## src/rtl/hilo_seq_ctrl.sv

```systemverilog
// HI/LO multiply/divide sequencer: iterative shift-add MULTU, restoring DIVU, MF*/MT* moves.
// Define HILO_SIGNED_EN to add signed MULT (op 110) and DIV (op 111); otherwise those ops are no-ops.
module hilo_seq_ctrl #(
    parameter int N = 4
) (
    input  logic         clk,
    input  logic         rst_n,
    input  logic         req_valid_i,
    output logic         req_ready_o,
    input  logic [2:0]   op_i,
    input  logic [N-1:0] a_i,
    input  logic [N-1:0] b_i,
    output logic         resp_valid_o,
    output logic [N-1:0] resp_data_o,
    output logic [N-1:0] hi_o,
    output logic [N-1:0] lo_o,
    output logic         busy_o,
    output logic         done_o,
    output logic         div_by_zero_o
);
    // state   | meaning
    // IDLE    | accepting requests, MF*/MT* served here
    // MUL_RUN | shift-add multiply, one multiplier bit per cycle
    // DIV_RUN | restoring divide, one quotient bit per cycle
    typedef enum logic [1:0] {IDLE, MUL_RUN, DIV_RUN} state_t;

    localparam int CW = $clog2(N + 1);

    state_t         state_q, state_d;
    logic [N-1:0]   hi_q, hi_d, lo_q, lo_d;
    logic [N-1:0]   opnd_q, opnd_d;
    logic [N-1:0]   resp_data_q, resp_data_d;
    logic [2*N-1:0] acc_q, acc_d;
    logic [CW-1:0]  cnt_q, cnt_d;
    logic           done_q, done_d, resp_valid_q, resp_valid_d, dbz_q, dbz_d;

    logic [N:0]     sum, rem_sh;
    logic           qbit;
    logic [2*N-1:0] prod;
    logic [N-1:0]   quo, rem;

`ifdef HILO_SIGNED_EN
    logic sgn_q, sgn_d, neg_a_q, neg_a_d, neg_b_q, neg_b_d;

    function automatic logic [N-1:0] mag(input logic [N-1:0] v);
        return v[N-1] ? ({N{1'b0}} - v) : v;
    endfunction
`endif

    always_comb begin
        state_d      = state_q;
        hi_d         = hi_q;
        lo_d         = lo_q;
        opnd_d       = opnd_q;
        acc_d        = acc_q;
        cnt_d        = cnt_q;
        done_d       = 1'b0;
        resp_valid_d = 1'b0;
        resp_data_d  = resp_data_q;
        dbz_d        = dbz_q;
`ifdef HILO_SIGNED_EN
        sgn_d        = sgn_q;
        neg_a_d      = neg_a_q;
        neg_b_d      = neg_b_q;
`endif
        // acc_q holds {partial product, multiplier} or {partial remainder, dividend/quotient}
        sum    = {1'b0, acc_q[2*N-1:N]} + (acc_q[0] ? {1'b0, opnd_q} : {(N+1){1'b0}});
        rem_sh = {acc_q[2*N-1:N], acc_q[N-1]};
        qbit   = 1'b0;
        if (rem_sh >= {1'b0, opnd_q}) begin
            rem_sh = rem_sh - {1'b0, opnd_q};
            qbit   = 1'b1;
        end
        prod = {sum, acc_q[N-1:1]};
        quo  = {acc_q[N-2:0], qbit};
        rem  = rem_sh[N-1:0];

        case (state_q)
            IDLE: begin
                if (req_valid_i) begin
                    case (op_i)
                        3'b000: begin
                            opnd_d  = a_i;
                            acc_d   = {{N{1'b0}}, b_i};
                            cnt_d   = CW'(N - 1);
                            dbz_d   = 1'b0;
                            state_d = MUL_RUN;
`ifdef HILO_SIGNED_EN
                            sgn_d   = 1'b0;
`endif
                        end
                        3'b001: begin
                            opnd_d  = b_i;
                            acc_d   = {{N{1'b0}}, a_i};
                            cnt_d   = CW'(N - 1);
                            dbz_d   = 1'b0;
                            state_d = DIV_RUN;
`ifdef HILO_SIGNED_EN
                            sgn_d   = 1'b0;
`endif
                        end
                        3'b010: begin
                            resp_valid_d = 1'b1;
                            resp_data_d  = hi_q;
                        end
                        3'b011: begin
                            resp_valid_d = 1'b1;
                            resp_data_d  = lo_q;
                        end
                        3'b100: hi_d = a_i;
                        3'b101: lo_d = a_i;
`ifdef HILO_SIGNED_EN
                        3'b110: begin
                            opnd_d  = mag(a_i);
                            acc_d   = {{N{1'b0}}, mag(b_i)};
                            cnt_d   = CW'(N - 1);
                            dbz_d   = 1'b0;
                            sgn_d   = 1'b1;
                            neg_a_d = a_i[N-1];
                            neg_b_d = b_i[N-1];
                            state_d = MUL_RUN;
                        end
                        3'b111: begin
                            opnd_d  = mag(b_i);
                            acc_d   = {{N{1'b0}}, mag(a_i)};
                            cnt_d   = CW'(N - 1);
                            dbz_d   = 1'b0;
                            sgn_d   = 1'b1;
                            neg_a_d = a_i[N-1];
                            neg_b_d = b_i[N-1];
                            state_d = DIV_RUN;
                        end
`endif
                        default: ;
                    endcase
                end
            end
            MUL_RUN: begin
                acc_d = prod;
                if (cnt_q == '0) begin
`ifdef HILO_SIGNED_EN
                    if (sgn_q && (neg_a_q ^ neg_b_q))
                        prod = {(2*N){1'b0}} - prod;
`endif
                    {hi_d, lo_d} = prod;
                    done_d       = 1'b1;
                    state_d      = IDLE;
                end else begin
                    cnt_d = cnt_q - CW'(1);
                end
            end
            DIV_RUN: begin
                acc_d = {rem, quo};
                if (cnt_q == '0) begin
                    // A zero divisor naturally yields quo = all ones and rem = |a|
`ifdef HILO_SIGNED_EN
                    if (sgn_q) begin
                        if ((neg_a_q ^ neg_b_q) && (opnd_q != '0))
                            quo = {N{1'b0}} - quo;
                        if (neg_a_q)
                            rem = {N{1'b0}} - rem;
                    end
`endif
                    lo_d    = quo;
                    hi_d    = rem;
                    dbz_d   = (opnd_q == '0);
                    done_d  = 1'b1;
                    state_d = IDLE;
                end else begin
                    cnt_d = cnt_q - CW'(1);
                end
            end
            default: state_d = IDLE;
        endcase
    end

    always_ff @(posedge clk or negedge rst_n) begin
        if (!rst_n) begin
            state_q      <= IDLE;
            hi_q         <= '0;
            lo_q         <= '0;
            opnd_q       <= '0;
            acc_q        <= '0;
            cnt_q        <= '0;
            done_q       <= 1'b0;
            resp_valid_q <= 1'b0;
            resp_data_q  <= '0;
            dbz_q        <= 1'b0;
        end else begin
            state_q      <= state_d;
            hi_q         <= hi_d;
            lo_q         <= lo_d;
            opnd_q       <= opnd_d;
            acc_q        <= acc_d;
            cnt_q        <= cnt_d;
            done_q       <= done_d;
            resp_valid_q <= resp_valid_d;
            resp_data_q  <= resp_data_d;
            dbz_q        <= dbz_d;
        end
    end

`ifdef HILO_SIGNED_EN
    always_ff @(posedge clk or negedge rst_n) begin
        if (!rst_n) begin
            sgn_q   <= 1'b0;
            neg_a_q <= 1'b0;
            neg_b_q <= 1'b0;
        end else begin
            sgn_q   <= sgn_d;
            neg_a_q <= neg_a_d;
            neg_b_q <= neg_b_d;
        end
    end
`endif

    assign req_ready_o   = (state_q == IDLE);
    assign busy_o        = (state_q != IDLE);
    assign done_o        = done_q;
    assign resp_valid_o  = resp_valid_q;
    assign resp_data_o   = resp_data_q;
    assign hi_o          = hi_q;
    assign lo_o          = lo_q;
    assign div_by_zero_o = dbz_q;

endmodule

```

## config.mk

```make
export PLATFORM = sky130hd
export DESIGN_NAME = hilo_seq_ctrl
export DESIGN_NICKNAME = d
export VERILOG_FILES = /design/src/rtl/hilo_seq_ctrl.sv
export SDC_FILE = /design/constraint.sdc
export NUM_CORES = 1
export LEC_CHECK = 0
export ABC_AREA = 1
export ABC_CLOCK_PERIOD_IN_PS = 2900
export BUFFER_PORTS_ARGS = -buffer_cell sky130_fd_sc_hd__buf_4
export CORE_UTILIZATION = 45
export CTS_CLUSTER_SIZE = 14
export DETAILED_ROUTE_END_ITERATION = 10
export GPL_ROUTABILITY_DRIVEN = 0
export PLACE_DENSITY = 0.73
export SLEW_MARGIN = 20
export SYNTH_ARGS = -nofsm -noshare
export SYNTH_HDL_FRONTEND = slang
export SYNTH_SLANG_ARGS = --single-unit
```

## constraint.sdc

```tcl
create_clock -name clk -period 2.9 [get_ports clk]
set_input_delay 0.145 -clock clk [delete_from_list [all_inputs] [get_ports clk]]
set_output_delay 0.145 -clock clk [all_outputs]
set_load 0.02 [all_outputs]
```

### After elaboration in Yosys (flattened, before gate mapping)

Index checks and enable logic that the tools add are counted.

* equal/unequal tests: 16
* magnitude comparators: 1
* div/mod/pow operators: 0
* multiply operators: 0
* mux-type cells: 35
* bitwise logic cells: 0
* add/sub/neg operators: 3
* shift-type cells: 0
* reductions and logical operators: 21

Operator list (count)
* 4-bit two-way mux: 10
* 4-bit one-hot mux with 3 select lines: 2
* 8-bit one-hot mux with 3 select lines: 1
* 4-bit one-hot mux with 2 select lines: 2
* 8-bit one-hot mux with 2 select lines: 1
* 3-bit AND reduction: 4
* 2-bit inequality test (second input constant): 5
* 5-bit AND reduction: 2
* 2-bit nonzero test: 5
* 1-bit two-way mux: 9
* 3-bit two-way mux: 3
* 8-bit two-way mux: 1
* 2-bit one-hot mux with 2 select lines: 2
* 4-bit AND reduction: 2
* 3-bit by 2-bit equality test with 1-bit output (second input constant): 2
* 3-bit equality test (second input constant): 2
* 3-bit logical NOT: 2
* 2-bit by 1-bit inequality test with 1-bit output (second input constant): 3
* 3-bit one-hot mux with 2 select lines: 1
* 2-bit OR reduction: 3
* 4-bit by 4-bit adder with 5-bit output: 1
* 5-bit by 4-bit greater-or-equal comparator with 1-bit output: 1
* 4-bit logical NOT: 1
* 2-bit two-way mux: 2
* 9 further kinds: 9

* flip-flop bits (word level): 32
* memory bits (writable): 0
* bits in read-only memories: 0
* input port bits: 14
* memories: 0
* bits in latches: 0
* logic and storage cells: 86

### Longest topological paths before layout

Gate-level depths: netlist of run 1.

* word-level depth: 5
* mapped depth: 14
* depth with buffers taken out: 14

### Least setup slack after synthesis of run 1

No wires, ideal clock.

* path type: register to register
* start point: register state_q[0]
* end point: register resp_data_q[0] (netlist: resp_data_o[0])
* slack: 1174 ps
* data arrival time: 1644 ps
* cell stages (with the launch flop): 7
* buffers on the path: 0
* cells stage by stage: dfrtp_1 > inv_1 > ha_1 > inv_2 > nor4_4 > o21ai_1 > o22ai_1

* word-level cells in the longest chain between the ends: 2

RTL lines
* start, declared: line 29 `state_t state_q, state_d;`
* start signal, assigned: line 190 `state_q <= state_d;`
* 2-bit logical NOT
* named net req_ready_o: line 9 `output logic req_ready_o,`
* 3-bit AND reduction (no line)
* end signal, assigned: line 198 `resp_data_q <= resp_data_d;`
* end, declared: line 32 `logic [N-1:0] resp_data_q, resp_data_d;`

The timed path passes the listed nets, and every way through them passes these cells.
A chain may end at the register's enable or synchronous reset.

### Final worst setup path of run 1

* start point: register acc_q[0]
* end point: register hi_q[3] (netlist: hi_o[3])

* word-level cells in the longest chain between the ends: 4

RTL lines
* start, declared: line 33 `logic [2*N-1:0] acc_q, acc_d;`
* start signal, assigned: line 183 `acc_q <= '0;`
* start signal, assigned: line 194 `acc_q <= acc_d;`
* 4-bit two-way mux: line 67 `sum = {1'b0, acc_q[2*N-1:N]} + (acc_q[0] ? {1'b0, opnd_q} : {(N+1){1'b0}});`
* 4-bit by 4-bit adder with 5-bit output: line 67
* 4-bit two-way mux: line 140 `if (cnt_q == '0) begin`
* 4-bit one-hot mux with 3 select lines: line 78 `case (state_q)`
* end signal, assigned: line 191 `hi_q <= hi_d;`
* end, declared: line 30 `logic [N-1:0] hi_q, hi_d, lo_q, lo_d;`

No other way between the ends. The select of a mux whose other input is x is not followed.

==> results of run 1 <==
-- state kept, by name, indices dropped and copies added (netlist names) --
register / flops
cnt_q: 3
hi_o: 4
state_q: 2
div_by_zero_o: 1
acc_q: 8
opnd_q: 4
resp_data_o: 4
lo_o: 4
resp_valid_o: 1
done_o: 1
-- cell families (layout without fill, tap and decap cells) --
family	Yosys count	after routing
compound gates	63	63
xor+xnor	1	1
fa+ha+maj	16	16
buf+inv	50	86
flops	32	32
simple gates	107	107
-- area by class of cell --
type,instances,share of cell area
multi-input combinational,187,0.431
sequential,32,0.328
timing repair buffer,31,0.0964
inverter,47,0.0723
clock buffer,5,0.0282
tap,52,0.0267
clock inverter,3,0.0174
-- layer usage --
layer	routed length, um	vias to the layer above	track usage	part of all wire
met5	0	-	0	0
met4	81	0	0.0726	0.017
met3	287	9	0.0552	0.059
met2	2390	54	0.364	0.49
met1	2130	888	0.282	0.44
li1	-	951	-	-
-- worst reg2reg max path, delay by kind of cell (launching register included) --
family          cells  cell delay (ns)
fa+ha+maj           2             0.61
flops               1             0.45
simple gates        4             0.27
compound gates      3             0.39
buf+inv             1             0.04
-- power by group through the flow --
stage	sequential [W]	combinational, W	clock [W]
finish	0.000793	0.00176	0.000444
global placement	0.000802	0.00173	0
floorplan	0.000883	0.00114	0
detailed placement	0.000806	0.00174	0
global route	0.000825	0.00197	0.000461
CTS	0.000797	0.00175	0.000445
-- cell usage after synthesis --
master	number
nor2_1	30
xor2_1	1
buf_2	1
o22ai_1	9
o211ai_2	1
a21oi_2	2
nand2_2	2
nor3_1	1
o211ai_1	1
fa_1	2
clkbuf_1	1
clkinv_1	1
buf_6	1
o21ai_0	17
o31ai_1	1
a22oi_1	1
nand2_1	55
inv_1	42
nand3_1	14
inv_2	4
o21ai_1	11
nand4_1	1
nor2_2	2
dfrtp_1	32
ha_1	14
nor4_4	2
a31oi_1	6
a211oi_1	1
a21oi_1	13
-- what timing repair did --
action,in CTS,in global routing
hold buffers,1,0
hold endpoints to repair,32,0
buffers inserted,0,0
setup endpoints to repair,0,0
-- final timing paths --
| kind | startpoint | endpoint | slack, ns |
|---|---|---|---|
| max in group asynchronous | rst_n | state_q[0] | 2.28 |
| worst min-delay path | op_i[2] | resp_valid_o | 0.11 |
| worst min register to register | cnt_q[2] | cnt_q[2] | 0.50 |
| min in group asynchronous | rst_n | hi_o[3] | 0.32 |
| worst max-delay path | acc_q[0] | hi_o[3] | 1.03 |
| worst max register to register | acc_q[0] | hi_o[3] | 1.03 |
-- per-stage QoR --
step	util	power [W]	hold slack, ns
floorplan	-	0.00202	-0.151
global placement	0.532	0.00253	0.111
detailed placement	0.532	0.00255	0.110
CTS	0.560	0.00299	0.113
global route	0.560	0.00326	0.115
finish	0.560	0.00300	0.113
==> results.yml, run 1 <==
timing:
  final-setup-viol-count: 0
  slew-limit-headroom: 0.671
  drv_slew: 0
  finalSetupTns_ns: 0
  clock.fmax_mhz: 534
  worst_slew_pin_slew_ns: 0.493
  fin_crit_sh: 0.645
  rsz0062_at_grt: "false"
  fin_skew_ns: 0.00446
  hold_viol: 0
  setup_slack_ns: 1.03
  finalCriticalPeriod_ns: 1.87
logic_synthesis:
  synth_compound_area_frac: 0.175
  avgSynthCellArea_um2: 7.61
  synthTopCellsByArea: "dfrtp_1 39%, nand2_1 10%, ha_1 8.6%"
  ys_ff_latch: 32
  synth.largest_area_cell: "dfrtp_1"
  yosysWarnings: 0
  synth_top_family_by_area: "simple AND/OR/NAND/NOR gates"
  synth_fp_nets: 299
  synth_top_area_frac: 0.391
  post_synth_num_cell_types: 29
  synth_mux_area_frac: 0
  synth_simple_gate_area_frac: 0.228
  yosys.area_share.adder: 0.105
  syn_inst: 269
  yosysSeqAreaShare: 0.391
  synth_area_um2: 2050
  synth-xor-area-share: 0.00428
floorplanning:
  std_cell_rows: 24
  io_pins: 31
  die_w_um: 69.5
  die_h_um: 69.5
  start_util: 0.470
  core_area_um2: 4350
  dieArea_um2: 4830
global_routing:
  grt_max_degree: 33
  antenna_found_initial: 0
  grt_pass1_vias: 1846
  grt_pass1_wl_um: 8420
  grt_overflow: 0
  grt_use_total: 0.220
routing:
  first_pass_iters: 5
  drc: 0
  initialDrtViolationCount: 143
  routedWlPerCell_um: 13.7
  antenna_left: 0
  wl_um: 4890
  viasPerCell: 5.33
  route.vias.total: 1902
pwr:
  seq_power_share: 0.265
  power_leakage_nw: 1.27
  switching_power_w: 0.00146
  powerDensity_nw_per_um2: 1230
  p_sw_frac: 0.488
  clkPwrFrac: 0.148
  irDropWorstVdd_mv: 0.835
  p_comb_frac: 0.587
  internal-power_w: 0.00153
cts:
  ctsLongestPathBuffers: 2
  cts_buffers: 5
  path_clk_slew_ns: 0.07
  clock_latency_ns: 0.29
  h-tree-depth: 2
  root_buffer: "clkbuf_8"
  cts_resized: 0
  cts.sink_count: 32
  cts_tree: "built"
worst_setup_path:
  worstSetupPathDepth: 10
  endpoint_kind: "flop"
  cpMaxStageDelayCell: "dfrtp_1"
  crit_chain: "nand2_1 > inv_1 > ha_1 > fa_1 > a21oi_1 > nor2_1 > o21ai_0 > nand2_1 > nand2_1 > a21oi_1"
  worstPathMaxFanout: 6
  slowest_delay_ns: 0.45
  critical-path-top-delay-family: "adder cells"
  crit_required_ns: 3.08
  r2r_cells: 10
  crit_top_cell: "nand2_1"
  arrival_ns: 2.05
  start_kind: "flop"
  crit_buf_inv: 1
  worstSetupPathType: "reg -> reg"
finish:
  final_cell_mix: "55 x nand2_1, 42 x inv_1, 32 x dfrtp_1"
  final_nets: 334
  instances_no_fill: 357
  fill_cells: 412
  regArea_um2: 801
  antenna_cells: 0
  drive_gt1_frac: 0.167
  final_area_um2: 2440
  area_growth_pct: 19.1
  final_common_cell: "nand2_1"
  multi_input_area_um2: 1050
hold_path:
  min_path_cells: 2
  hold_class: "in -> reg"
placed_design:
  dpl_cell_area_um2: 2320
  portBuffers: 30
  dp.cells: 348
  hpwl_um: 3750
  place_ws_ns: 1.06
job:
  cap_violations: 0
outcome:
  outcome: "complete, no violations"
No activity file was read; power rests on OpenSTA's default activity.
==> inputs of run 2 (changes only) <==
--- a/config.mk
+++ b/config.mk
@@ -6,7 +6,7 @@
 export NUM_CORES = 1
 export LEC_CHECK = 0
 export ABC_AREA = 1
-export ABC_CLOCK_PERIOD_IN_PS = 2900
+export ABC_CLOCK_PERIOD_IN_PS = 1800
 export BUFFER_PORTS_ARGS = -buffer_cell sky130_fd_sc_hd__buf_4
 export CORE_UTILIZATION = 45
 export CTS_CLUSTER_SIZE = 14
==> constraint.sdc (replaced) <==
create_clock -name clk -period 1.8 [get_ports clk]
set_input_delay 0.09 -clock clk [delete_from_list [all_inputs] [get_ports clk]]
set_output_delay 0.09 -clock clk [all_outputs]
set_load 0.02 [all_outputs]
==> results.yml, run 2 (synthesis results as in run 1) <==
floorplanning:
  die_w_um: 69.5
  std_cell_rows: 24
  core_area_um2: 4350
  io_pins: 31
  start_util: 0.470
  dieArea_um2: 4830
  die_h_um: 69.5
finish:
  final_cell_mix: "53 x nand2_1, 41 x buf_4, 38 x inv_1"
  area_growth_pct: 26.6
  drive_gt1_frac: 0.251
  top_register: "acc_q"
  final_core_util: 0.596
  final_nets: 345
  antenna_cells: 0
  largest_reg_flops: 8
  final_common_cell: "nand2_1"
timing:
  clock.fmax_mhz: 583
  drv_slew: 0
  fin_skew_ns: 0.00550
  rsz0062_at_grt: "true"
  finalCriticalPeriod_ns: 1.71
  fin_crit_sh: 0.952
  hold_viol: 0
  final-setup-viol-count: 0
  worst_slew_pin_slew_ns: 0.494
  slew-limit-headroom: 0.668
  setup_slack_ns: 0.0858
cts:
  cts_buffers: 5
  path_clk_slew_ns: 0.07
  cts.sink_count: 32
  root_buffer: "clkbuf_8"
  ctsLongestPathBuffers: 2
  cts_tree: "built"
  h-tree-depth: 2
  clock_latency_ns: 0.28
pwr:
  powerDensity_nw_per_um2: 1960
  power.total_w: 0.00509
  irDropWorstVdd_mv: 1.64
  power_leakage_nw: 1.31
placed_design:
  portBuffers: 30
  hpwl_um: 3850
  place_ws_ns: -0.0327
hold_path:
  hold_class: "in -> reg"
  hold_path.startpoint: "b_i[1]"
worst_setup_path:
  worstSetupPathType: "reg -> reg"
  worstPathMaxFanout: 3
  setup.worst_path.start: "opnd_q[0]"
  endpoint_kind: "flop"
  arrival_ns: 1.88
  crit_required_ns: 1.96
  start_kind: "flop"
  worstReg2RegStart: "opnd_q[0]"
global_routing:
  grt_use_total: 0.228
  antenna_found_initial: 0
  grt_overflow: 0
  grt_pass1_wl_um: 8640
  grt_max_degree: 33
  grt_pass1_vias: 1858
routing:
  first_pass_iters: 4
  antenna_left: 0
  route.vias.total: 1926
  viasPerCell: 5.25
  drc: 0
  wl_um: 5150
  initialDrtViolationCount: 190
  routedWlPerCell_um: 14.0
outcome:
  outcome: "complete, no violations"
job:
  cap_violations: 0
[run 2: critical path, cell delays in order, from the launching register on]
cell	delay, ns
dfrtp_1	0.40
nand2_1	0.09
inv_2	0.04
ha_4	0.15
fa_2	0.40
a21oi_2	0.14
nor2_1	0.05
o21ai_1	0.11
nand2_1	0.06
nand2_1	0.07
a21oi_1	0.06
[run 2: metal layers]
layer  up-vias  wire (um)  track usage
met3        14        280       0.0422
met1       888       2180        0.300
met5         -          0            0
met2        51       2580        0.376
met4         0        107       0.0771
li1        973          -            -
[run 2: report_power, final]
part	total, W	internal (W)	switching [W]
registers	0.00128	0.00105	0.000236
logic	0.00319	0.00125	0.00194
clock network	0.000612	0.000341	0.000271
total	0.00509	0.00264	0.00245
[run 2: repair_timing]
item / 4_1_cts / 5_1_grt
hold buffers: 1 / 0
pin swaps: 0 / 7
setup endpoints to repair: 9 / 17
gates resized for setup: 2 / 19
hold endpoints to repair: 32 / 0
buffers inserted: 2 / 3
[run 2: layout make-up]
class | count | area [um2]
Inverter | 47 | 176
Sequential cell | 32 | 803
Clock buffer | 7 | 96.3
Tap cell | 52 | 65.1
Fill cell | 401 | 1760
Timing Repair Buffer | 42 | 318
Multi-Input combinational cell | 187 | 1130
[run 2: path summary, 6_finish.rpt]
check,cells after the start,end,slack (ns)
setup / recovery,10,hi_o[3],0.09
hold / removal,3,opnd_q[1],0.08
setup reg to reg,10,hi_o[3],0.09
hold reg to reg,1,cnt_q[0],0.50
max in group asynchronous,2,acc_q[4],1.19
min in group asynchronous,2,acc_q[0],0.29
[run 2: per-stage QoR]
| step | hold slack, ns | std cells | setup TNS (ns) | instance area [um2] |
|---|---|---|---|---|
| after floorplan | -0.206 | 269 | 0 | 2050 |
| after global placement | 0.0541 | 354 | 0 | 2360 |
| after detailed placement | 0.0582 | 354 | -0.112 | 2360 |
| after CTS | 0.0717 | 364 | 0 | 2490 |
| after global routing | 0.0897 | 367 | -0.226 | 2590 |
| final | 0.0755 | 367 | 0 | 2590 |
